<file path="config.mk">
export PLATFORM = sky130hd
export DESIGN_NAME = mips_lsu
export DESIGN_NICKNAME = d
export VERILOG_FILES = /design/src/rtl/mips_lsu_pkg.sv /design/src/rtl/lsu_align.sv /design/src/rtl/mips_lsu.sv
export SDC_FILE = /design/constraint.sdc
export NUM_CORES = 1
export LEC_CHECK = 0
export BUFFER_PORTS_ARGS = -buffer_cell sky130_fd_sc_hd__buf_2
export CAP_MARGIN = 20
export CORE_ASPECT_RATIO = 1.25
export CORE_MARGIN = 2
export CORE_UTILIZATION = 55
export DETAILED_ROUTE_END_ITERATION = 8
export GPL_TIMING_DRIVEN = 0
export PLACE_DENSITY = 0.8
export SLEW_MARGIN = 10
export SYNTH_ARGS = -nofsm -noshare
export SYNTH_HDL_FRONTEND = slang
export SYNTH_HIERARCHICAL = 1
export SYNTH_SLANG_ARGS = --single-unit
</file>
<file path="constraint.sdc">
create_clock -name clk -period 4.75 [get_ports clk]
set_input_delay 0.2375 -clock clk [delete_from_list [all_inputs] [get_ports clk]]
set_output_delay 0.2375 -clock clk [all_outputs]
set_load 0.1 [all_outputs]
</file>
<file path="src/rtl/mips_lsu_pkg.sv">
// Shared definitions for the MIPS load/store unit: op encodings, FSM states
// and op-class helpers.
package mips_lsu_pkg;

  localparam logic [3:0] LSU_OP_LB  = 4'd0;
  localparam logic [3:0] LSU_OP_LH  = 4'd1;
  localparam logic [3:0] LSU_OP_LW  = 4'd2;
  localparam logic [3:0] LSU_OP_LBU = 4'd3;
  localparam logic [3:0] LSU_OP_LHU = 4'd4;
  localparam logic [3:0] LSU_OP_LWL = 4'd5;
  localparam logic [3:0] LSU_OP_LWR = 4'd6;
  localparam logic [3:0] LSU_OP_SB  = 4'd7;
  localparam logic [3:0] LSU_OP_SH  = 4'd8;
  localparam logic [3:0] LSU_OP_SW  = 4'd9;
  localparam logic [3:0] LSU_OP_SWL = 4'd10;
  localparam logic [3:0] LSU_OP_SWR = 4'd11;

  typedef enum logic [1:0] {
    ST_IDLE = 2'd0,
    ST_REQ  = 2'd1,
    ST_RESP = 2'd2,
    ST_DONE = 2'd3
  } lsu_state_e;

  function automatic logic is_load(input logic [3:0] op);
    return op <= LSU_OP_LWR;
  endfunction

  function automatic logic is_store(input logic [3:0] op);
    return (op >= LSU_OP_SB) && (op <= LSU_OP_SWR);
  endfunction

endpackage

</file>
<file path="src/rtl/lsu_align.sv">
// Combinational byte-lane logic: load extraction/merge, store lane placement,
// store strobes and alignment checking for one access.
module lsu_align
  import mips_lsu_pkg::*;
(
  input  logic [3:0]  op,
  input  logic [1:0]  addr_lo,
  input  logic [31:0] rt,
  input  logic [31:0] rdata,
  output logic [31:0] load_data,
  output logic [31:0] wdata,
  output logic [3:0]  wstrb,
  output logic        misaligned,
  output logic        bad_op
);

  logic [7:0]  byte_sel;
  logic [15:0] half_sel;

  always_comb begin
    byte_sel = rdata[7:0];
    case (addr_lo)
      2'd0: byte_sel = rdata[7:0];
      2'd1: byte_sel = rdata[15:8];
      2'd2: byte_sel = rdata[23:16];
      2'd3: byte_sel = rdata[31:24];
      default: byte_sel = rdata[7:0];
    endcase
    half_sel = addr_lo[1] ? rdata[31:16] : rdata[15:0];
  end

  // LWL/LWR merge the addressed memory bytes into the matching end of rt.
  always_comb begin
    load_data = 32'd0;
    case (op)
      LSU_OP_LB:  load_data = {{24{byte_sel[7]}}, byte_sel};
      LSU_OP_LBU: load_data = {24'd0, byte_sel};
      LSU_OP_LH:  load_data = {{16{half_sel[15]}}, half_sel};
      LSU_OP_LHU: load_data = {16'd0, half_sel};
      LSU_OP_LW:  load_data = rdata;
      LSU_OP_LWL: begin
        case (addr_lo)
          2'd0: load_data = {rdata[7:0], rt[23:0]};
          2'd1: load_data = {rdata[15:0], rt[15:0]};
          2'd2: load_data = {rdata[23:0], rt[7:0]};
          default: load_data = rdata;
        endcase
      end
      LSU_OP_LWR: begin
        case (addr_lo)
          2'd0: load_data = rdata;
          2'd1: load_data = {rt[31:24], rdata[31:8]};
          2'd2: load_data = {rt[31:16], rdata[31:16]};
          default: load_data = {rt[31:8], rdata[31:24]};
        endcase
      end
      default: load_data = 32'd0;
    endcase
  end

  always_comb begin
    wdata = 32'd0;
    wstrb = 4'b0000;
    case (op)
      LSU_OP_SB: begin
        wdata = {4{rt[7:0]}};
        wstrb = 4'b0001 << addr_lo;
      end
      LSU_OP_SH: begin
        wdata = {2{rt[15:0]}};
        wstrb = addr_lo[1] ? 4'b1100 : 4'b0011;
      end
      LSU_OP_SW: begin
        wdata = rt;
        wstrb = 4'b1111;
      end
      LSU_OP_SWL: begin
        case (addr_lo)
          2'd0: begin wdata = {24'd0, rt[31:24]}; wstrb = 4'b0001; end
          2'd1: begin wdata = {16'd0, rt[31:16]}; wstrb = 4'b0011; end
          2'd2: begin wdata = {8'd0, rt[31:8]};   wstrb = 4'b0111; end
          default: begin wdata = rt;              wstrb = 4'b1111; end
        endcase
      end
      LSU_OP_SWR: begin
        case (addr_lo)
          2'd0: begin wdata = rt;                 wstrb = 4'b1111; end
          2'd1: begin wdata = {rt[23:0], 8'd0};   wstrb = 4'b1110; end
          2'd2: begin wdata = {rt[15:0], 16'd0};  wstrb = 4'b1100; end
          default: begin wdata = {rt[7:0], 24'd0}; wstrb = 4'b1000; end
        endcase
      end
      default: begin
        wdata = 32'd0;
        wstrb = 4'b0000;
      end
    endcase
  end

  always_comb begin
    misaligned = 1'b0;
    case (op)
      LSU_OP_LH, LSU_OP_LHU, LSU_OP_SH: misaligned = addr_lo[0];
      LSU_OP_LW, LSU_OP_SW:             misaligned = |addr_lo;
      default:                          misaligned = 1'b0;
    endcase
    bad_op = !(is_load(op) || is_store(op));
  end

endmodule

</file>
<file path="src/rtl/mips_lsu.sv">
// Multi-cycle MIPS load/store unit: request/response handshakes with memory,
// alignment checking and load/store/stall performance counters.
module mips_lsu
  import mips_lsu_pkg::*;
#(
  parameter int ADDR_W      = 32,
  parameter int CNT_W       = 32,
  parameter int CHECK_ALIGN = 1
) (
  input  logic              clk,
  input  logic              rst,
  input  logic              req_valid,
  output logic              req_ready,
  input  logic [3:0]        req_op,
  input  logic [ADDR_W-1:0] req_addr,
  input  logic [31:0]       req_rt,
  output logic              resp_valid,
  output logic [31:0]       resp_data,
  output logic              resp_err,
  output logic [ADDR_W-1:0] mem_addr,
  output logic              mem_read,
  output logic              mem_write,
  output logic [31:0]       mem_wdata,
  output logic [3:0]        mem_wstrb,
  input  logic              mem_req_ack,
  input  logic [31:0]       mem_rdata,
  input  logic              mem_rdata_valid,
  output logic              mem_rdata_ack,
  output logic [CNT_W-1:0]  cnt_load,
  output logic [CNT_W-1:0]  cnt_store,
  output logic [CNT_W-1:0]  cnt_stall
);

  lsu_state_e        state_q, state_d;
  logic [3:0]        op_q, op_d;
  logic [1:0]        addr_lo_q, addr_lo_d;
  logic [31:0]       rt_q, rt_d;
  logic              req_ready_q, req_ready_d;
  logic              resp_valid_q, resp_valid_d;
  logic [31:0]       resp_data_q, resp_data_d;
  logic              resp_err_q, resp_err_d;
  logic [ADDR_W-1:0] mem_addr_q, mem_addr_d;
  logic              mem_read_q, mem_read_d;
  logic              mem_write_q, mem_write_d;
  logic [31:0]       mem_wdata_q, mem_wdata_d;
  logic [3:0]        mem_wstrb_q, mem_wstrb_d;
  logic              mem_rdata_ack_q, mem_rdata_ack_d;
  logic [CNT_W-1:0]  cnt_load_q, cnt_load_d;
  logic [CNT_W-1:0]  cnt_store_q, cnt_store_d;
  logic [CNT_W-1:0]  cnt_stall_q, cnt_stall_d;

  logic        sel_idle;
  logic [3:0]  al_op;
  logic [1:0]  al_addr_lo;
  logic [31:0] al_rt;
  logic [31:0] al_load_data;
  logic [31:0] al_wdata;
  logic [3:0]  al_wstrb;
  logic        al_misaligned;
  logic        al_bad_op;
  logic        acc_err;

  // One aligner serves both phases: incoming request while idle, latched access afterwards.
  assign sel_idle   = (state_q == ST_IDLE);
  assign al_op      = sel_idle ? req_op : op_q;
  assign al_addr_lo = sel_idle ? req_addr[1:0] : addr_lo_q;
  assign al_rt      = sel_idle ? req_rt : rt_q;
  assign acc_err    = al_bad_op || ((CHECK_ALIGN != 0) && al_misaligned);

  lsu_align u_align (
    .op         (al_op),
    .addr_lo    (al_addr_lo),
    .rt         (al_rt),
    .rdata      (mem_rdata),
    .load_data  (al_load_data),
    .wdata      (al_wdata),
    .wstrb      (al_wstrb),
    .misaligned (al_misaligned),
    .bad_op     (al_bad_op)
  );

  always_comb begin
    state_d         = state_q;
    op_d            = op_q;
    addr_lo_d       = addr_lo_q;
    rt_d            = rt_q;
    req_ready_d     = 1'b0;
    resp_valid_d    = 1'b0;
    resp_data_d     = 32'd0;
    resp_err_d      = 1'b0;
    mem_addr_d      = '0;
    mem_read_d      = 1'b0;
    mem_write_d     = 1'b0;
    mem_wdata_d     = 32'd0;
    mem_wstrb_d     = 4'b0000;
    mem_rdata_ack_d = 1'b0;
    cnt_load_d      = cnt_load_q;
    cnt_store_d     = cnt_store_q;
    cnt_stall_d     = cnt_stall_q;

    case (state_q)
      ST_IDLE: begin
        req_ready_d = 1'b1;
        if (req_valid && req_ready_q) begin
          req_ready_d = 1'b0;
          op_d        = req_op;
          addr_lo_d   = req_addr[1:0];
          rt_d        = req_rt;
          if (acc_err) begin
            state_d      = ST_DONE;
            resp_valid_d = 1'b1;
            resp_err_d   = 1'b1;
          end else begin
            state_d     = ST_REQ;
            mem_addr_d  = {req_addr[ADDR_W-1:2], 2'b00};
            mem_read_d  = is_load(req_op);
            mem_write_d = is_store(req_op);
            mem_wdata_d = al_wdata;
            mem_wstrb_d = al_wstrb;
          end
        end
      end
      ST_REQ: begin
        cnt_stall_d = cnt_stall_q + CNT_W'(1);
        if (mem_req_ack) begin
          if (mem_read_q) begin
            state_d         = ST_RESP;
            mem_rdata_ack_d = 1'b1;
          end else begin
            state_d      = ST_DONE;
            resp_valid_d = 1'b1;
          end
        end else begin
          mem_addr_d  = mem_addr_q;
          mem_read_d  = mem_read_q;
          mem_write_d = mem_write_q;
          mem_wdata_d = mem_wdata_q;
          mem_wstrb_d = mem_wstrb_q;
        end
      end
      ST_RESP: begin
        cnt_stall_d = cnt_stall_q + CNT_W'(1);
        if (mem_rdata_valid) begin
          state_d      = ST_DONE;
          resp_valid_d = 1'b1;
          resp_data_d  = al_load_data;
        end else begin
          mem_rdata_ack_d = 1'b1;
        end
      end
      ST_DONE: begin
        state_d     = ST_IDLE;
        req_ready_d = 1'b1;
        if (!resp_err_q) begin
          if (is_load(op_q)) begin
            cnt_load_d = cnt_load_q + CNT_W'(1);
          end else begin
            cnt_store_d = cnt_store_q + CNT_W'(1);
          end
        end
      end
      default: begin
        state_d     = ST_IDLE;
        req_ready_d = 1'b1;
      end
    endcase
  end

  always_ff @(posedge clk) begin
    if (rst) begin
      state_q         <= ST_IDLE;
      op_q            <= 4'd0;
      addr_lo_q       <= 2'd0;
      rt_q            <= 32'd0;
      req_ready_q     <= 1'b1;
      resp_valid_q    <= 1'b0;
      resp_data_q     <= 32'd0;
      resp_err_q      <= 1'b0;
      mem_addr_q      <= '0;
      mem_read_q      <= 1'b0;
      mem_write_q     <= 1'b0;
      mem_wdata_q     <= 32'd0;
      mem_wstrb_q     <= 4'b0000;
      mem_rdata_ack_q <= 1'b0;
      cnt_load_q      <= '0;
      cnt_store_q     <= '0;
      cnt_stall_q     <= '0;
    end else begin
      state_q         <= state_d;
      op_q            <= op_d;
      addr_lo_q       <= addr_lo_d;
      rt_q            <= rt_d;
      req_ready_q     <= req_ready_d;
      resp_valid_q    <= resp_valid_d;
      resp_data_q     <= resp_data_d;
      resp_err_q      <= resp_err_d;
      mem_addr_q      <= mem_addr_d;
      mem_read_q      <= mem_read_d;
      mem_write_q     <= mem_write_d;
      mem_wdata_q     <= mem_wdata_d;
      mem_wstrb_q     <= mem_wstrb_d;
      mem_rdata_ack_q <= mem_rdata_ack_d;
      cnt_load_q      <= cnt_load_d;
      cnt_store_q     <= cnt_store_d;
      cnt_stall_q     <= cnt_stall_d;
    end
  end

  assign req_ready     = req_ready_q;
  assign resp_valid    = resp_valid_q;
  assign resp_data     = resp_data_q;
  assign resp_err      = resp_err_q;
  assign mem_addr      = mem_addr_q;
  assign mem_read      = mem_read_q;
  assign mem_write     = mem_write_q;
  assign mem_wdata     = mem_wdata_q;
  assign mem_wstrb     = mem_wstrb_q;
  assign mem_rdata_ack = mem_rdata_ack_q;
  assign cnt_load      = cnt_load_q;
  assign cnt_store     = cnt_store_q;
  assign cnt_stall     = cnt_stall_q;

endmodule
</file>
==> results of run 1 <==
sequential cells by signal, indices dropped and copies added (netlist names):
register / count
rt_q: 32
mem_write: 1
mem_wstrb: 4
cnt_load: 32
resp_valid: 1
state_q: 2
cnt_store: 32
mem_rdata_ack: 1
cnt_stall: 32
mem_wdata: 32
op_q: 4
resp_data: 32
req_ready: 1
addr_lo_q: 2
mem_addr: 30
mem_read: 1
resp_err: 1
routing by layer:
metal  wire (µm)  GRT usage  up-vias
li1            -          -     6623
met1       18800      0.451     6980
met2       23400      0.625      896
met3        4200     0.0557      231
met4        3940      0.272        2
met5          14          0        -
timing repair:
item	4_1_cts	5_1_grt
resized for setup	1	1
hold endpoints to repair	64	0
endpoints found under the setup margin	20	20
hold buffers	64	0
worst paths after layout:
kind	end	slack, ns
hold reg to reg	rt_q[29]	0.46
setup / recovery	mem_addr[13]	0.50
setup reg to reg	mem_addr[13]	0.50
hold / removal	mem_addr[21]	-0.001
area by class of cell:
type | instances | share of cell area
multi-input cells | 1158 | 0.461
repair buffers | 368 | 0.131
inverters | 38 | 0.00863
well taps | 292 | 0.0221
clock buffers | 32 | 0.0425
flip-flops and latches | 240 | 0.291
clock inverters | 13 | 0.00802
plain buffers | 125 | 0.0359
diodes | 1 | 0.000151
report_power, final:
part	internal [mW]	leakage, nW	switching [mW]	total [mW]
logic	1.16	4.37	2.68	3.85
clock network	1.16	0.403	0.843	2.00
registers	2.16	1.94	0.0920	2.25
cell usage after synthesis, drive strengths merged (11+ instances only):
cell type	instances	area share
nand4	29	0.015
a32oi	11	0.0073
nor2	132	0.038
o2bb2ai	16	0.011
mux2i	75	0.057
inv	37	0.011
o211ai	13	0.0078
o21ai	50	0.019
nor4	11	0.0052
or4	50	0.029
nand2	150	0.043
clkbuf	71	0.020
and2	42	0.020
mux2	54	0.046
nand3	55	0.021
dfxtp	240	0.37
a221o	14	0.011
a21oi	124	0.047
or3	24	0.011
o31ai	41	0.023
a22oi	92	0.053
buf	55	0.025
nor3	14	0.0061
xnor2	19	0.013
metrics by stage:
stage	setup TNS [ns]	util	worst slack, ns
after detailed placement	-1.03	0.636	-0.0858
after CTS	0	0.699	0.140
after global routing	0	0.699	0.291
after global placement	0	0.636	0.0289
final	0	0.699	0.504
after floorplan	0	-	1.09
cells in the final DEF (no fill, tap or decap), types with 26 or more instances in the layout:
| cell type | count |
|---|---|
| o21ai_0 | 42 |
| clkbuf_1 | 71 |
| or4_1 | 50 |
| dlygate4sd3_1 | 64 |
| inv_1 | 36 |
| nand4_1 | 26 |
| a21oi_1 | 123 |
| nor2_1 | 131 |
| dfxtp_1 | 240 |
| and2_1 | 42 |
| nand2_1 | 150 |
| o31ai_1 | 41 |
| a22oi_1 | 92 |
| nand3_1 | 55 |
| mux2i_1 | 75 |
| mux2_2 | 53 |
| buf_2 | 332 |
cell families after synthesis:
logic type	count (synthesis)	synth area share
other	1	0.000285
multiplexers	129	0.103
buffers and inverters	164	0.0562
XOR/XNOR	28	0.0186
AO/OA/AOI/OAI	427	0.225
AND/OR/NAND/NOR	565	0.225
adder cells (fa/ha/maj)	7	0.00666
flip-flops	240	0.365
worst min-delay path, cell delays in order:
cell     delay, ns
buf_2         0.09
a22oi_1       0.06
nor2_1        0.10
==> flow_metrics.env, run 1 <==
export IMPL_dieArea_um2=25200
export IMPL_yosysSeqAreaShare=0.365
export IMPL_arrival_ns=4.69
export IMPL_crit_family="buffers and inverters"
export IMPL_cts_max_path_buffers=3
export IMPL_cts_tree="built"
export IMPL_path_max_fanout=19
export IMPL_cts_setup_buffers=0
export IMPL_fin_crit_sh=0.894
export IMPL_grt_pass1_vias=13807
export IMPL_path_cells="inv_1 > ha_1 > buf_2 > mux2_2 > buf_4 > buf_4 > a21o_1 > a22oi_1 > o32a_1 > o21ai_0 > nor4_4 > clkbuf_1 > buf_2 > a22oi_1 > nor2_1"
export IMPL_tightest_slew_ns=0.988
export IMPL_async_flop_share=0
export IMPL_critPathSlowestCell="nor4_4"
export IMPL_placed_cell_area_um2=15000
export IMPL_grt_pass1_wl_um=75400
export IMPL_max_freq_ghz=0.236
export IMPL_cp_end_kind="flip-flop"
export IMPL_fin_nets=2068
export IMPL_synth_seq_cells=240
export IMPL_yosys_most_used_dff="dfxtp_1"
export IMPL_fillerInstances=1876
export IMPL_hold_viol_final=1
export IMPL_whs_ns=-0.00100
export IMPL_worst_skew_pair_late_latency_ns=0.53
export IMPL_skew_ns=0.00879
export IMPL_setup_viol=0
export IMPL_initial_utilization=0.556
export IMPL_hp_class="primary input to flip-flop"
export IMPL_syn_area_um2=13200
export IMPL_remaining_drc_errors=0
export IMPL_grt_max_degree=16
export IMPL_cts_sinks=240
export IMPL_path_buf_inv=6
export IMPL_grt_use_total=0.379
export IMPL_p_leak_nw=6.71
export IMPL_synth_edff_count=0
export IMPL_multi_input_area_um2=7630
export IMPL_drt_iter0_markers=1327
export IMPL_gr_total_overflow=0
export IMPL_routedWlPerCell_um=22.2
export IMPL_via_per_inst=6.50
export IMPL_cp_start_kind="flip-flop"
export IMPL_hpwl_um=35800
export IMPL_cts_root_buf="clkbuf_16"
export IMPL_dr_pass1_iters=6
export IMPL_critical_path_startpoint="state_q[0]"
export IMPL_power_mw=8.10
export IMPL_violations="negative hold slack"
export IMPL_core_area_um2=23600
export IMPL_dieHeight_um=177
export IMPL_power_density_nw_per_um2=490
export IMPL_regArea_um2=4800
export IMPL_avgSynthCellArea_um2=8.43
export IMPL_clk_pin_slew_ns=0.07
export IMPL_syn_to_final_growth_pct=25.7
export IMPL_path_class="flip-flop to flip-flop"
export IMPL_maxSlewViolCount=0
export IMPL_ant_nets=0
export IMPL_fin_cells=2267
export IMPL_cp_required_ns=5.20
export IMPL_timing_rr_start="state_q[0]"
export IMPL_ios=307
export IMPL_fp_dieW_um=142
export IMPL_slew_headroom=0.337
export IMPL_via_count=14732
export IMPL_worstHoldStart="req_addr[21]"
export IMPL_min_delay_path_depth=3
export IMPL_grt_setup_unrepaired="false"
export IMPL_synth_warning_count=6
export IMPL_io_buffer_count=304
export IMPL_htree_num_levels=1
export IMPL_min_period_ns=4.25
export IMPL_yosysUniqueCellTypes=82
export IMPL_rows=63
export IMPL_maxCapViolations=0
export IMPL_ir_worst_vdd_uv=451
export IMPL_cts_buffers=25
export IMPL_status="complete, but fails checks"
export IMPL_rr_worst_depth=15
export IMPL_antenna_found_initial=2
export IMPL_postRouteWirelength_um=50300
export IMPL_dp_cells=2158
export IMPL_synthCells=1561
export IMPL_fin_area_um2=16500
export IMPL_gpl_final_weighted_congestion=1.04
export IMPL_max_stage_delay_ns=0.53
export IMPL_cp_num_cells=15
export IMPL_drive_above_1_share=0.239
Power figures use the tool's default switching activity.
==> run 2, diff against run 1 <==
==> constraint.sdc (replaced) <==
create_clock -name clk -period 5.4 [get_ports clk]
set_input_delay 0.27 -clock clk [delete_from_list [all_inputs] [get_ports clk]]
set_output_delay 0.27 -clock clk [all_outputs]
set_load 0.1 [all_outputs]
==> run 2 against run 1 <==
Against the previous run:
- the run now ends clean
- critical path depth grew 1
- power shrank 12%
- global-route usage shrank 0.46 points
- first-iteration DRC count shrank 4.7%
- register-to-register slack lost 0.15 ns
- worst hold slack gained 0.0092 ns
- largest cell class unchanged
- via count shrank 1.8%
- routed wire length shrank 1.0%
- count of clock-buffer cells in the layout is the same
==> flow_metrics.env, run 2 (synthesis gave the netlist of run 1 again) <==
export IMPL_via_count=14470
export IMPL_cts_sinks=240
export IMPL_fin_cells=2245
export IMPL_gpl_final_weighted_congestion=1.04
export IMPL_min_period_ns=5.04
export IMPL_fp_dieW_um=142
export IMPL_tightest_slew_ns=1.16
export IMPL_initial_utilization=0.556
export IMPL_via_per_inst=6.45
export IMPL_skew_ns=0.00925
export IMPL_core_area_um2=23600
export IMPL_path_class="flip-flop to flip-flop"
export IMPL_cp_required_ns=5.84
export IMPL_dieHeight_um=177
export IMPL_ir_worst_vdd_uv=398
export IMPL_power_mw=7.11
export IMPL_cts_buffers=25
export IMPL_gr_total_overflow=0
export IMPL_status="finished clean"
export IMPL_ios=307
export IMPL_maxSlewViolCount=0
export IMPL_dp_cells=2158
export IMPL_io_buffer_count=304
export IMPL_cts_root_buf="clkbuf_16"
export IMPL_placed_cell_area_um2=15000
export IMPL_hp_class="primary input to flip-flop"
export IMPL_p_leak_nw=6.61
export IMPL_hold_viol_final=0
export IMPL_remaining_drc_errors=0
export IMPL_ant_nets=0
export IMPL_grt_max_degree=16
export IMPL_dieArea_um2=25200
export IMPL_setup_viol=0
export IMPL_fin_area_um2=16300
export IMPL_fin_nets=2046
export IMPL_antenna_found_initial=2
export IMPL_syn_to_final_growth_pct=23.9
export IMPL_grt_pass1_wl_um=74400
export IMPL_htree_num_levels=1
export IMPL_grt_setup_unrepaired="false"
export IMPL_cts_resized=0
export IMPL_final_common_cell="buf_2"
export IMPL_cts_max_path_buffers=3
export IMPL_grt_pass1_vias=13528
export IMPL_routedWlPerCell_um=22.2
export IMPL_cts_tree="built"
export IMPL_setup_tns_ns=0
export IMPL_worst_skew_pair_late_latency_ns=0.53
export IMPL_power_density_nw_per_um2=436
export IMPL_path_max_fanout=10
export IMPL_final_cell_mix="buf_2 (332), dfxtp_1 (240), nand2_1 (150)"
export IMPL_drt_iter0_markers=1264
export IMPL_cp_end_kind="flip-flop"
export IMPL_dr_pass1_iters=6
export IMPL_slew_headroom=0.217
export IMPL_maxCapViolations=0
export IMPL_arrival_ns=5.49
export IMPL_fin_crit_sh=0.934
export IMPL_hpwl_um=35800
export IMPL_cp_start_kind="flip-flop"
export IMPL_postRouteWirelength_um=49800
export IMPL_drive_above_1_share=0.241
export IMPL_max_freq_ghz=0.198
export IMPL_rows=63
export IMPL_grt_use_total=0.375
export IMPL_clk_pin_slew_ns=0.07
## run 2: cell count changes in the layout (fill, tap and decap cells not counted)
cell / previous run / this run
dlygate4sd3_1: 64 / 41
buf_1: 9 / 10
nor4_1: 10 / 11
nor4_4: 1 / 0
## run 2: final timing paths
check | cells after the start | end | slack (ns) | startpoint
worst max-delay path | 16 | mem_addr[13] | 0.36 | state_q[0]
worst min-delay path | 3 | rt_q[15] | 0.008 | req_rt[15]
worst max register to register | 16 | mem_addr[13] | 0.36 | state_q[0]
worst min register to register | 2 | rt_q[16] | 0.46 | rt_q[16]
## run 2: final cells by class
| type | instances | area [µm²] |
|---|---|---|
| diodes | 1 | 2.50 |
| multi-input cells | 1158 | 7610 |
| inverters | 38 | 143 |
| well taps | 292 | 365 |
| clock buffers | 32 | 702 |
| clock inverters | 13 | 133 |
| repair buffers | 345 | 1930 |
| plain buffers | 126 | 597 |
| flip-flops and latches | 240 | 4800 |
| fillers | 1929 | 7360 |
## run 2: metal layers
layer | GRT usage | up-vias | wire (µm)
met5 | 0 | - | 12
met4 | 0.244 | 2 | 3540
met3 | 0.0549 | 194 | 3940
met2 | 0.627 | 853 | 23500
met1 | 0.448 | 6854 | 18800
li1 | - | 6567 | -
## run 2: critical path, cell delays in order, from the launching register on
cell and delay (ns):
dfxtp_1 0.33, inv_1 0.13, ha_1 0.16, buf_2 0.21, buf_1 0.47, mux2_2 0.49
buf_4 0.23, buf_4 0.23, a21o_1 0.20, a22oi_1 0.15, o32a_1 0.17, o21ai_0 0.10
nor4_1 1.00, clkbuf_1 0.46, buf_2 0.32, a22oi_1 0.10, nor2_1 0.18
## run 2: power breakdown
part           internal, mW  switching (mW)  total, mW
Combinational          1.01            2.35       3.37
Clock                  1.02           0.747       1.76
Sequential             1.90          0.0802       1.98
## run 2: what timing repair did
| action | CTS | global route |
|---|---|---|
| hold buffers | 41 | 0 |
| hold endpoints to repair | 41 | 0 |
| setup buffers | 0 | 0 |
## run 2: per-stage QoR
step | util | worst slack [ns] | hold slack [ns]
after floorplan | - | 1.74 | 0.406
after global placement | 0.636 | 0.679 | 0.439
after detailed placement | 0.636 | 0.564 | 0.448
after CTS | 0.689 | 0.505 | 0.00311
after global routing | 0.689 | 0.185 | 0.00597
final | 0.689 | 0.356 | 0.00818
==> run 3, diff against run 2 <==
--- a/config.mk
+++ b/config.mk
@@ -9,10 +9,10 @@
 export CAP_MARGIN = 20
 export CORE_ASPECT_RATIO = 1.25
 export CORE_MARGIN = 2
-export CORE_UTILIZATION = 55
+export CORE_UTILIZATION = 35
 export DETAILED_ROUTE_END_ITERATION = 8
 export GPL_TIMING_DRIVEN = 0
-export PLACE_DENSITY = 0.8
+export PLACE_DENSITY = 0.55
 export SLEW_MARGIN = 10
 export SYNTH_ARGS = -nofsm -noshare
 export SYNTH_HDL_FRONTEND = slang
==> run 3 against run 2 <==
Against the previous run:
- power increased by 2.7%
- final cell count increased by 10%
- count of clock-buffer cells in the layout increased by 10
- critical path type unchanged
- largest cell class unchanged
==> flow_metrics.env, run 3 (synthesis gave the netlist of run 1 again) <==
export IMPL_dieHeight_um=221
export IMPL_cts_buffers=27
export IMPL_slew_headroom=0.349
export IMPL_cp_required_ns=5.90
export IMPL_worstHoldStart="rst"
export IMPL_seq_power_share=0.270
export IMPL_final_core_util=0.456
export IMPL_p_leak_nw=6.80
export IMPL_cp_end_kind="flip-flop"
export IMPL_critPathSlowestCell="nor4_1"
export IMPL_core_area_um2=37200
export IMPL_netSwitchingPower_mw=3.15
export IMPL_dieArea_um2=39200
export IMPL_ir_worst_vdd_uv=258
export IMPL_setup_tns_ns=0
export IMPL_min_delay_path_depth=3
export IMPL_fin_nets=2075
export IMPL_remaining_drc_errors=0
export IMPL_status="finished clean"
export IMPL_timing_rr_start="state_q[0]"
export IMPL_grt_use_met3=0.0352
export IMPL_rows=79
export IMPL_hp_class="primary input to flip-flop"
export IMPL_fin_crit_sh=0.882
export IMPL_path_class="flip-flop to flip-flop"
export IMPL_rrSetupSlack_ns=0.64
export IMPL_path_max_fanout=10
export IMPL_min_to="resp_data[0]"
export IMPL_cts_root_buf="clkbuf_16"
export IMPL_syn_to_final_growth_pct=28.8
export IMPL_power_frac_comb=0.456
export IMPL_cp_start_kind="flip-flop"
export IMPL_via_per_inst=5.67
export IMPL_r2r_end="mem_addr[24]"
export IMPL_max_stage_delay_ns=0.80
export IMPL_gpl_final_weighted_congestion=0.934
export IMPL_ios=307
export IMPL_io_buffer_count=304
export IMPL_setup_viol=0
export IMPL_arrival_ns=5.27
export IMPL_power_density_nw_per_um2=431
export IMPL_grt_max_degree=15
export IMPL_drive_above_1_share=0.237
export IMPL_internal_power_mw=4.15
export IMPL_postRouteWirelength_um=51500
export IMPL_hpwl_um=38700
export IMPL_clk_pin_slew_ns=0.06
export IMPL_dr_pass1_iters=6
export IMPL_routedWlPerCell_um=20.8
export IMPL_rr_worst_depth=16
export IMPL_drt_iter0_markers=1051
export IMPL_worst_skew_pair_late_latency_ns=0.57
export IMPL_gr_total_overflow=0
export IMPL_cts_tree="built"
export IMPL_tightest_slew_ns=0.967
export IMPL_ant_nets=0
export IMPL_final_cell_mix="buf_2 (332), dfxtp_1 (240), nand2_1 (150)"
export IMPL_path_cells="inv_1 > ha_1 > buf_2 > buf_1 > mux2_2 > buf_4 > buf_4 > a21o_1 > a22oi_1 > o32a_1 > o21ai_0 > nor4_1 > clkbuf_1 > buf_2 > a22oi_1 > nor2_1"
export IMPL_skew_ns=0.0143
export IMPL_p_clk_frac=0.274
export IMPL_fp_dieW_um=177
export IMPL_maxSlewViolCount=0
export IMPL_grt_use_total=0.250
export IMPL_grtUsageMet2=0.446
export IMPL_initial_utilization=0.354
export IMPL_cts_sinks=240
export IMPL_final_common_cell="buf_2"
export IMPL_grt_pass1_wl_um=76900
export IMPL_min_period_ns=4.76
export IMPL_crit_family="buffers and inverters"
export IMPL_antenna_found_initial=2
export IMPL_grt_use_met1=0.293
export IMPL_path_buf_inv=7
export IMPL_grt_pass1_vias=13357
export IMPL_htree_num_levels=1
export IMPL_maxCapViolations=0
export IMPL_grt_busiest_layer="met2"
export IMPL_hold_viol_final=0
export IMPL_grt_setup_unrepaired="false"
export IMPL_via_count=14000
export IMPL_fillerInstances=3843
export IMPL_swShare=0.432
export IMPL_max_freq_ghz=0.210
export IMPL_cts_max_path_buffers=3
-- run 3: power by group through the flow --
stage	registers [mW]	logic [mW]	clock network, mW
final	1.97	3.33	2.00
after global routing	1.99	3.49	2.12
after CTS	1.97	3.26	2.05
after detailed placement	2.01	3.20	0
after global placement	2.00	3.20	0
after floorplan	2.50	1.82	0
-- run 3: area by class of cell --
type / instances / area (µm²) / area share
well taps: 486 / 608 / 0.0359
flip-flops and latches: 240 / 4800 / 0.284
diodes: 1 / 2.50 / 0.000148
plain buffers: 126 / 597 / 0.0352
clock inverters: 8 / 155 / 0.00916
clock buffers: 42 / 812 / 0.0479
multi-input cells: 1158 / 7610 / 0.449
repair buffers: 372 / 2200 / 0.130
inverters: 38 / 143 / 0.00842
-- run 3: repair_timing --
item,4_1_cts,5_1_grt
setup endpoints to repair,0,0
hold endpoints to repair,68,0
hold buffers,68,0
resized for setup,0,0
buffers inserted,0,0
-- run 3: per-stage QoR --
| step | cells | area [µm²] | hold WS, ns | total power, mW | setup WS, ns |
|---|---|---|---|---|---|
| floorplan | 1562 | 13200 | 0.406 | 4.32 | 1.74 |
| global placement | 2352 | 15300 | 0.439 | 5.20 | 0.714 |
| detailed placement | 2352 | 15300 | 0.445 | 5.21 | 0.663 |
| CTS | 2470 | 16900 | 0.0658 | 7.28 | 0.613 |
| global route | 2471 | 16900 | 0.0953 | 7.60 | 0.128 |
| finish | 2471 | 16900 | 0.0910 | 7.30 | 0.635 |
-- run 3: worst max-delay path by stage --
stage	cells after the start	startpoint	slack [ns]	end
CTS	16	state_q[0]	0.61	mem_addr[13]
detailed placement	16	state_q[0]	0.66	mem_addr[13]
global route	16	state_q[0]	0.13	mem_addr[16]
global placement	16	state_q[0]	0.71	mem_addr[17]
floorplan	16	state_q[0]	1.74	mem_addr[11]
finish	16	state_q[0]	0.64	mem_addr[24]
-- run 3: worst min-delay path, delay by kind of cell --
family,cells,cell delay [ns]
simple gates,2,0.24
buf+inv,1,0.10
-- run 3: routing by layer --
metal / routed length, µm / part of all wire
met1: 20200 / 0.39
met2: 25600 / 0.50
met3: 3110 / 0.061
met4: 2580 / 0.050
met5: 0 / 0
